==> src/rtl/disp_hex_demux_amisha.sv <==
// Recovers four hex digits and decimal points from a multiplexed, active-low 7-segment drive.
// Each digit must hold steady for STABLE_CYC samples before it is accepted into the frame.
module disp_hex_demux_amisha #(
    parameter int unsigned STABLE_CYC = 2
) (
    input  logic       clk_amisha,
    input  logic       reset_amisha,
    input  logic [3:0] an_amisha,
    input  logic [7:0] sseg_amisha,
    output logic [3:0] hex3_amisha,
    output logic [3:0] hex2_amisha,
    output logic [3:0] hex1_amisha,
    output logic [3:0] hex0_amisha,
    output logic [3:0] dp_out_amisha,
    output logic       frame_valid_amisha,
    output logic       seg_err_amisha
);

    localparam logic [3:0] CntMax   = 4'(STABLE_CYC - 1);
    localparam logic [3:0] CntMaxM1 = 4'(STABLE_CYC - 2);

    // Returns {ok, value}; ok=0 for any pattern outside the hex glyph set.
    function automatic logic [4:0] seg_decode(input logic [6:0] seg);
        logic [4:0] res;
        unique case (seg)
            7'b0000001: res = 5'h10;
            7'b1001111: res = 5'h11;
            7'b0010010: res = 5'h12;
            7'b0000110: res = 5'h13;
            7'b1001100: res = 5'h14;
            7'b0100100: res = 5'h15;
            7'b0100000: res = 5'h16;
            7'b0001111: res = 5'h17;
            7'b0000000: res = 5'h18;
            7'b0000100: res = 5'h19;
            7'b0001000: res = 5'h1A;
            7'b1100000: res = 5'h1B;
            7'b0110001: res = 5'h1C;
            7'b1000010: res = 5'h1D;
            7'b0110000: res = 5'h1E;
            7'b0111000: res = 5'h1F;
            default:    res = 5'h00;
        endcase
        return res;
    endfunction

    logic [3:0] r_an_prev;
    logic [7:0] r_sseg_prev;
    logic [3:0] r_cnt;
    logic [3:0] r_stage [4];
    logic [3:0] r_stage_dp;
    logic [3:0] r_seen;
    logic [3:0] r_hex [4];
    logic [3:0] r_dp_out;
    logic       r_frame_valid;
    logic       r_seg_err;

    logic       w_an_valid;
    logic [1:0] w_idx;
    logic       w_match;
    logic [3:0] w_cnt_d;
    logic       w_stable_hit;
    logic [4:0] w_dec;
    logic       w_commit;
    logic       w_bad;
    logic [3:0] w_sel;
    logic [3:0] w_seen_nxt;
    logic       w_frame_done;
    logic [3:0] w_stage_nxt [4];
    logic [3:0] w_stage_dp_nxt;

    always_comb begin
        w_an_valid = 1'b1;
        w_idx      = 2'd0;
        unique case (an_amisha)
            4'b1110: w_idx = 2'd0;
            4'b1101: w_idx = 2'd1;
            4'b1011: w_idx = 2'd2;
            4'b0111: w_idx = 2'd3;
            default: w_an_valid = 1'b0;
        endcase
    end

    assign w_match = w_an_valid && (an_amisha == r_an_prev) && (sseg_amisha == r_sseg_prev);

    always_comb begin
        w_cnt_d = 4'd0;
        if (w_match) begin
            w_cnt_d = (r_cnt == CntMax) ? CntMax : r_cnt + 4'd1;
        end
    end

    // With a single-sample window every valid sample is a fresh acceptance.
    assign w_stable_hit = (STABLE_CYC == 1) ? w_an_valid : (w_match && (r_cnt == CntMaxM1));

    assign w_dec        = seg_decode(sseg_amisha[6:0]);
    assign w_commit     = w_stable_hit && w_dec[4];
    assign w_bad        = w_stable_hit && !w_dec[4];
    assign w_sel        = 4'b0001 << w_idx;
    assign w_seen_nxt   = w_commit ? (r_seen | w_sel) : r_seen;
    assign w_frame_done = w_commit && (w_seen_nxt == 4'b1111);

    always_comb begin
        for (int i = 0; i < 4; i++) begin
            w_stage_nxt[i] = r_stage[i];
        end
        w_stage_dp_nxt = r_stage_dp;
        if (w_commit) begin
            w_stage_nxt[w_idx]    = w_dec[3:0];
            w_stage_dp_nxt[w_idx] = ~sseg_amisha[7];
        end
    end

    always_ff @(posedge clk_amisha) begin
        if (reset_amisha) begin
            r_an_prev     <= 4'b1111;
            r_sseg_prev   <= 8'hFF;
            r_cnt         <= 4'd0;
            r_stage_dp    <= 4'd0;
            r_seen        <= 4'd0;
            r_dp_out      <= 4'd0;
            r_frame_valid <= 1'b0;
            r_seg_err     <= 1'b0;
            for (int i = 0; i < 4; i++) begin
                r_stage[i] <= 4'd0;
                r_hex[i]   <= 4'd0;
            end
        end else begin
            r_an_prev     <= an_amisha;
            r_sseg_prev   <= sseg_amisha;
            r_cnt         <= w_cnt_d;
            r_stage_dp    <= w_stage_dp_nxt;
            r_frame_valid <= w_frame_done;
            if (w_bad) begin
                r_seg_err <= 1'b1;
            end
            for (int i = 0; i < 4; i++) begin
                r_stage[i] <= w_stage_nxt[i];
            end
            if (w_frame_done) begin
                r_seen   <= 4'd0;
                r_dp_out <= w_stage_dp_nxt;
                for (int i = 0; i < 4; i++) begin
                    r_hex[i] <= w_stage_nxt[i];
                end
            end else begin
                r_seen <= w_seen_nxt;
            end
        end
    end

    assign hex0_amisha        = r_hex[0];
    assign hex1_amisha        = r_hex[1];
    assign hex2_amisha        = r_hex[2];
    assign hex3_amisha        = r_hex[3];
    assign dp_out_amisha      = r_dp_out;
    assign frame_valid_amisha = r_frame_valid;
    assign seg_err_amisha     = r_seg_err;

endmodule
==> config.mk <==
export PLATFORM = sky130hd
export DESIGN_NAME = disp_hex_demux_amisha
export DESIGN_NICKNAME = d
export VERILOG_FILES = /design/src/rtl/disp_hex_demux_amisha.sv
export SDC_FILE = /design/constraint.sdc
export NUM_CORES = 1
export LEC_CHECK = 0
export CAP_MARGIN = 20
export CELL_PAD_IN_SITES_DETAIL_PLACEMENT = 0
export CELL_PAD_IN_SITES_GLOBAL_PLACEMENT = 1
export CORE_AREA = 2 2 82 100
export CTS_BUF_LIST = sky130_fd_sc_hd__clkbuf_8
export DETAILED_ROUTE_END_ITERATION = 6
export DIE_AREA = 0 0 84 102
export GPL_TIMING_DRIVEN = 0
export MAX_ROUTING_LAYER = met4
export PLACE_DENSITY = 0.85
export SLEW_MARGIN = 20
export SYNTH_ARGS = -nofsm -noshare
export SYNTH_HDL_FRONTEND = slang
export SYNTH_SLANG_ARGS = --single-unit
==> constraint.sdc <==
create_clock -name clk_amisha -period 5.77 [get_ports clk_amisha]
set_input_delay 1.154 -clock clk_amisha [delete_from_list [all_inputs] [get_ports clk_amisha]]
set_output_delay 1.154 -clock clk_amisha [all_outputs]
set_load 0.02 [all_outputs]
-- Yosys cells after proc, flatten, opt, wreduce, memory -nomap -nowiden
Memory sizes are Yosys's and may differ from the RTL's.
Index checks and enable logic that the tools add are counted.
Widths: inputs -> output; s select.
- bits in registers: 30
- memories kept: 2
- input bits: 14
- memory bits (writable): 32
- eq/ne operators: 23
- magnitude comparators: 4
- reduce and logical (&&, ||, !) cells: 15
- $add $sub $neg: 1
- shift operators: 1
- bitwise logic cells: 12
- multiplexer cells: 27
- memory list (memory ; words ; width ; read ports ; clocked after Yosys merged registers in ; write ports ; line ; RTL):
    r_hex ; 4 ; 4 ; 4 ; 0 ; 4 ; 53 ; logic [3:0] r_hex [4];
    r_stage ; 4 ; 4 ; 4 ; 0 ; 4 ; 50 ; logic [3:0] r_stage [4];
- operators by type and width (operator ; count):
    $pmux 5 s16 ; 1
    $mux 4 ; 11
    $eq 7x6->1 const B ; 5
    $eq 7x7->1 const B ; 4
    $bwmux 16 ; 1
    $eq 4x4->1 const B ; 4
    $mux 16 ; 1
    $eq 7x3->1 const B ; 2
    $eq 7x4->1 const B ; 2
    $mux 1 ; 9
    $demux 4 s2 ; 1
    $eq 8x8->1 ; 1
    $logic_and 1x1->1 ; 8
    $or 1x1->1 ; 8
    $eq 7x1->1 const B ; 1
    $eq 7x5->1 const B ; 1
    $logic_not 7->1 ; 1
    $pmux 2 s3 ; 1
    $add 4x1->4 const B ; 1
    $bwmux 4 ; 1
    $eq 4x1->1 const B ; 1
    $eq 4x3->1 const B ; 1
    $eq 4x4->1 ; 1
    $logic_not 4->1 ; 1
    other kinds (13) ; 15

-- Depth between registers and ports, before layout
Gate-level depths: netlist of run 1.
- word-level depth: 14
- gate-level depth with buffers: 10

-- Least setup slack after synthesis of run 1
Ideal clock, no wire load.
- path kind: input to register
- from: in an_amisha[1]
- to: mem r_hex[0][0] (enable)
- path slack: 2.292 ns
- stages on the path: 8
- data required time: 5.406 ns
- data arrival time: 3.114 ns
- buffers on the path: 2
- setup time: 0.364 ns
- cell sequence: buf_6 > and4b_1 > buf_4 > a211oi_2 > or4_4 > a311oi_4 > nor2_1 > inv_1
- RTL lines (element ; line ; RTL):
    from (decl) ; 8 ; input logic [3:0] an_amisha,
    to (decl) ; 53 ;

==> out/qor.txt, run 1 <==
Number of buffers inserted by post-CTS setup repair: 0
Ports: 36
I/O Buffers: 31
Slew Limit Fails: 0
Most common cell after layout, fill and taps aside: nor2_1
Clk_lat worst skew: 0.35 ns
Multi-input gate area: 1440 um2
Post-synth EDFFs: 16
Tcrit/Tclk final: 0.681
PD cells: 270 nW/um2
Critical path class: in -> reg
HP Class: reg -> reg
Yosys cell types: 55
Drt pass-1 iters: 4
Slowest stage delay, CP: 0.61 ns
Area of the die: 8570 um2
First-pass GRT wire length: 10700 um
Vias in the first global route: 2303
Syn_nets: 318
Post_cts resized: 0
Setup TNS: 0 ns
Reg2reg path depth: 8
Crit path DAT: 3.92 ns
Post-synthesis cell area: 3000 um2
Placed cell area: 3420 um2
Maximum clock frequency: 254 MHz
Asr flop ratio synth: 0
Via-to-Cell Ratio: 5.22
Fillers: 732
Slew headroom: 0.438
Crit path max-delay family: buffers and inverters
Total track usage: 0.165
Pleak: 1.37 nW
Area contributors post-synth: dfxtp_1 (31%), edfxtp_1 (16%), mux2i_1 (6.7%)
Clock network fraction of design power: 0.446
Net switching power figure: 244 uW
Slowest stage cell, crit path: or4_4
Post-DP HPWL: 4770 um
Area leader, netlist: dfxtp_1
NumNets Final: 360
Worst Setup Start Kind: primary input
Most frequent cells in the layout: nor2_1 (51), dfxtp_1 (46), clkdlybuf4s50_1 (31)
Slew @ Worst Pin: 0.842 ns
Status: finished, final reports clean
Clock Path Buffers: 2
Fin crit period: 3.93 ns
Max Cap Violations: 0
Reg power frac: 0.465
Req. time, crit path: 5.76 ns
Clock root cell: clkbuf_8
Syn. warnings: 0
DRC: 0
CP endpoint kind: register
Synth top area share: 0.307
CTS tree: yes
Hold-fix buffers, CTS: 0
Largest net degree at the start of global routing: 17
Die Wd: 84 um
Drt total wl: 6480 um
Hold Path Depth: 2
Diode count: 0
Via count: 2298
Sinks on Clock Net: 62
H-tree levels: 3
Yosys reg bits: 62
Reg area: 1400 um2
GRT overflow: 0
CP Buf/Inv Count: 3
Initial core utilization: 0.395
CTS Buf Count: 9
Sw Share: 0.247
Core Area: 7580 um2
Initial antenna violation count: 0
Fraction of layout cells with a size suffix above 1: 0.144
Internal power: 741 uW
RSZ-0062 raised after global routing: no
Hold Vio Cnt, Final: 0
Seq/Total Area, Yosys: 0.468
Syn Inst Count: 301
Final Cell Area: 3650 um2
Final setup vio count: 0
P&R area growth vs syn: 21.8%
RD Place Congestion: 0.829
Combinational share of power: 0.089
Die Y: 102 um
Clock-pin slew on the worst setup and hold paths: 0.07 ns
Synth Flop Type: dfxtp_1
CP cell instances: clkdlybuf4s50_1, and4b_1, buf_4, a211oi_2, or4_4, a311oi_4, nor2_1, inv_1
Mean area per synthesized cell: 9.95 um2
Routed WL per cell: 14.7 um
Crit. path cell count: 8
Maximum VDD drop: 0.208 mV
Max Clock Skew: 0.00690 ns
Iteration-0 DRC Markers: 107
Row count: 35
Routed Antenna Nets: 0
CP Max Fanout: 16
[worst register-to-register path: cells and delay by family (launching register included)]
kind                     cells  cell delay [ns]
AND/OR/NAND/NOR              3             1.07
AO/OA/AOI/OAI                2             0.66
flip-flops                   1             0.36
buffers and inverters        2             0.60
adder cells (fa/ha/maj)      1             0.17
[metal layers]
| metal | track usage | part of all wire |
|---|---|---|
| met5 | - | 0 |
| met2 | 0.289 | 0.51 |
| met4 | 0.0744 | 0.028 |
| met1 | 0.178 | 0.44 |
| met3 | 0.0388 | 0.025 |
[kinds of logic after synthesis]
| logic type | synth area share |
|---|---|
| AO/OA/AOI/OAI | 0.114 |
| AND/OR/NAND/NOR | 0.244 |
| flip-flops | 0.468 |
| multiplexers | 0.0668 |
| XOR/XNOR | 0.0439 |
| buffers and inverters | 0.0514 |
| adder cells (fa/ha/maj) | 0.0125 |
[registers in the layout, summed over array words and instances, names as in the netlist]
register / count
frame_valid_amisha: 1
dp_out_amisha: 4
r_hex: 16
r_seen: 4
r_an_prev: 4
r_cnt: 4
seg_err_amisha: 1
r_stage_dp: 4
r_sseg_prev: 8
r_stage: 16
[cell type report]
class	instances	area share
flip-flops and latches	62	0.384
clock buffers	9	0.0340
inverters	9	0.00926
clock inverters	7	0.0285
plain buffers	20	0.0329
repair buffers	31	0.0850
multi-input cells	210	0.395
well taps	92	0.0315
[through the flow]
stage | instances | power, mW | hold slack [ns] | util | worst slack [ns]
after global placement | 424 | 0.554 | 0.462 | 0.452 | 1.51
after detailed placement | 424 | 0.556 | 0.465 | 0.452 | 1.44
after global routing | 440 | 1.02 | 0.521 | 0.482 | 1.62
after CTS | 440 | 0.992 | 0.485 | 0.482 | 1.80
after floorplan | 301 | 0.523 | 0.450 | - | 2.29
final | 440 | 0.985 | 0.487 | 0.482 | 1.84
[path summary, 6_finish.rpt]
check | start | end | slack [ns]
max | an_amisha[0] | r_hex[0][2]$_SDFFCE_PN0P_ | 1.84
min | seg_err_amisha$_SDFFE_PP0P_ | seg_err_amisha$_SDFFE_PP0P_ | 0.49
max reg2reg | r_cnt[0]$_SDFF_PP0_ | r_hex[0][2]$_SDFFCE_PN0P_ | 2.54
min reg2reg | seg_err_amisha$_SDFFE_PP0P_ | seg_err_amisha$_SDFFE_PP0P_ | 0.49
[power groups by stage]
stage / combinational, mW / sequential [mW] / clock (mW)
6_report: 0.0876 / 0.458 / 0.440
5_1_grt: 0.0956 / 0.459 / 0.465
4_1_cts: 0.0880 / 0.458 / 0.446
3_5_place_dp: 0.0876 / 0.468 / 0
3_3_place_gp: 0.0861 / 0.468 / 0
2_1_floorplan: 0.0487 / 0.475 / 0
[cells in the mapped netlist (all sizes together) (3+ instances only)]
library cell / count
nor3: 6
a211oi: 8
and2: 3
o22ai: 3
nand4: 8
nand2: 11
or2: 13
mux2i: 20
o21ai: 4
and3b: 3
nor3b: 7
a21oi: 4
nor4: 4
nand3: 3
nand2b: 6
a311oi: 3
ha: 3
o311ai: 5
edfxtp: 16
inv: 9
dfxtp: 46
xnor2: 13
buf: 13
nor2: 51
and3: 3
clkbuf: 7
Note: power is estimated with default switching activity, not from simulation.
==> run 2: changes to the inputs <==
Clock period 5.77 ns to 3.7 ns, I/O delays scaled along.
==> run 2 against run 1 <==
Against the previous run:
- combinational power grew 56%
- via count grew 0.39%
- cell count is the same
- global-route usage is the same
- register-to-register slack lost 2.1 ns
- count of clock-buffer cells in the layout is the same
- die area is the same
- largest cell class unchanged
==> out/qor.txt, run 2 (synthesis gave the netlist of run 1 again) <==
Slew headroom: 0.478 (+0.0402)
Slew @ Worst Pin: 0.782 ns (-0.0602 ns)
RSZ-0062 raised after global routing: no
Placed cell area: 3420 um2 (unchanged)
Slowest stage cell, crit path: or4_4
Initial antenna violation count: 0 (unchanged)
Largest net degree at the start of global routing: 17 (unchanged)
Crit path DAT: 3.51 ns (-0.41 ns)
NumNets Final: 360 (unchanged)
Drt total wl: 6510 um (+0.35%)
Slowest stage delay, CP: 0.61 ns (about the same)
Drt pass-1 iters: 5 (+1)
HP Class: reg -> reg
Req. time, crit path: 3.68 ns (-2.08 ns)
Vias in the first global route: 2303 (unchanged)
Post_cts resized: 0 (unchanged)
Clock Path Buffers: 2 (unchanged)
Layout Cells excl Fill: 440 (unchanged)
Final Cell Area: 3650 um2 (+0.14%)
Final setup vio count: 0 (unchanged)
Via count: 2307 (+0.39%)
First-pass GRT wire length: 10700 um (unchanged)
Layout Utilization: 0.482 (+0.000661)
Dpl cells: 424 (unchanged)
Via-to-Cell Ratio: 5.24 (+0.39%)
Routed Antenna Nets: 0 (unchanged)
Final Hold Slack: 0.487 ns (+0.000137 ns)
Max Cap Violations: 0 (unchanged)
Row count: 35 (unchanged)
Die Y: 102 um (unchanged)
Clk_lat worst skew: 0.35 ns (about the same)
CTS tree: yes
Area of the die: 8570 um2 (unchanged)
I/O Buffers: 31 (unchanged)
Total track usage: 0.165 (unchanged)
Iteration-0 DRC Markers: 107 (unchanged)
CTS Buf Count: 9 (unchanged)
CP Max Fanout: 16 (unchanged)
Critical path class: in -> reg
RD Place Congestion: 0.829 (unchanged)
Tcrit/Tclk final: 0.953
Most frequent cells in the layout: nor2_1 (51), dfxtp_1 (46), clkdlybuf4s50_1 (31)
Clock root cell: clkbuf_8
Net switching power figure: 380 uW (+56%)
Fin crit period: 3.53 ns
Top flop regs: r_hex x16, r_stage x16, r_sseg_prev x8
P&R area growth vs syn: 22.0%
Clock-pin slew on the worst setup and hold paths: 0.07 ns (about the same)
DRC: 0 (unchanged)
Core Area: 7580 um2 (unchanged)
PD cells: 421 nW/um2 (+56%)
Post-Place Setup Slack: -0.212 ns (-1.66 ns)
Most common cell after layout, fill and taps aside: nor2_1
Worst setup margin: 0.174 ns (-1.67 ns)
Status: finished, final reports clean
Hold Vio Cnt, Final: 0 (unchanged)
Pleak: 1.37 nW (+0.19%)
Fraction of layout cells with a size suffix above 1: 0.147 (+0.00287)
Sinks on Clock Net: 62 (unchanged)
Sw Share: 0.247 (about the same)
CP endpoint kind: register
Internal power: 1.16 mW (+56%)
Combinational share of power: 0.089 (about the same)
Hold-fix buffers, CTS: 0 (unchanged)
Slew Limit Fails: 0 (unchanged)
Maximum clock frequency: 284 MHz
Initial core utilization: 0.395 (unchanged)
Routed WL per cell: 14.8 um (+0.35%)
Max Clock Skew: 0.00693 ns (+0.0000361 ns)
Power Total: 1.54 mW (+56%)
Maximum VDD drop: 0.324 mV (+56%)
Ports: 36 (unchanged)
Number of buffers inserted by post-CTS setup repair: 0 (unchanged)
Reg power frac: 0.465 (about the same)
CP cell instances: clkdlybuf4s50_1, and4b_1, buf_4, a211oi_2, or4_4, a311oi_4, nor2_1, inv_1
Die Wd: 84 um (unchanged)
Diode count: 0 (unchanged)
Worst Setup Start Kind: primary input
H-tree levels: 3 (unchanged)
GRT overflow: 0 (unchanged)
Setup TNS: 0 ns (unchanged)
Clock network fraction of design power: 0.446 (about the same)
Post-DP HPWL: 4770 um (unchanged)
-- run 2: final cells by class --
| type | instances | area [um2] |
|---|---|---|
| fill | 729 | 3920 |
| multi-input combinational | 210 | 1450 |
| sequential | 62 | 1400 |
| timing repair buffer | 31 | 310 |
| clock buffer | 9 | 124 |
| buffer | 20 | 120 |
| tap | 92 | 115 |
| clock inverter | 7 | 104 |
| inverter | 9 | 33.8 |
-- run 2: worst max-delay path: cells and delay by family --
kind                   cells  cell delay, ns
and+or+nand+nor            3            0.94
AOI/OAI and AO/OA          2            0.57
buffers and inverters      3            1.26
-- run 2: per-layer routing --
layer | part of all wire | vias to the layer above | track usage
li1 | - | 1156 | -
met1 | 0.43 | 1100 | 0.178
met2 | 0.51 | 35 | 0.289
met3 | 0.025 | 16 | 0.0388
met4 | 0.027 | 0 | 0.0744
met5 | 0 | - | -
-- run 2: power by group through the flow --
stage | combinational, mW | sequential [mW] | clock, mW
finish | 0.137 | 0.714 | 0.685
CTS | 0.137 | 0.714 | 0.696
floorplan | 0.0760 | 0.740 | 0
detailed placement | 0.137 | 0.730 | 0
global route | 0.149 | 0.716 | 0.725
global placement | 0.134 | 0.729 | 0
-- run 2: path summary, 6_finish.rpt --
path / from / endpoint / slack (ns) / cells after the start
max: an_amisha[0] / r_hex[0][2]$_SDFFCE_PN0P_ / 0.17 / 8
min: r_seen[2]$_SDFF_PP0_ / r_seen[2]$_SDFF_PP0_ / 0.49 / 2
max reg2reg: r_cnt[0]$_SDFF_PP0_ / r_hex[0][2]$_SDFFCE_PN0P_ / 0.47 / 8
min reg2reg: r_seen[2]$_SDFF_PP0_ / r_seen[2]$_SDFF_PP0_ / 0.49 / 2
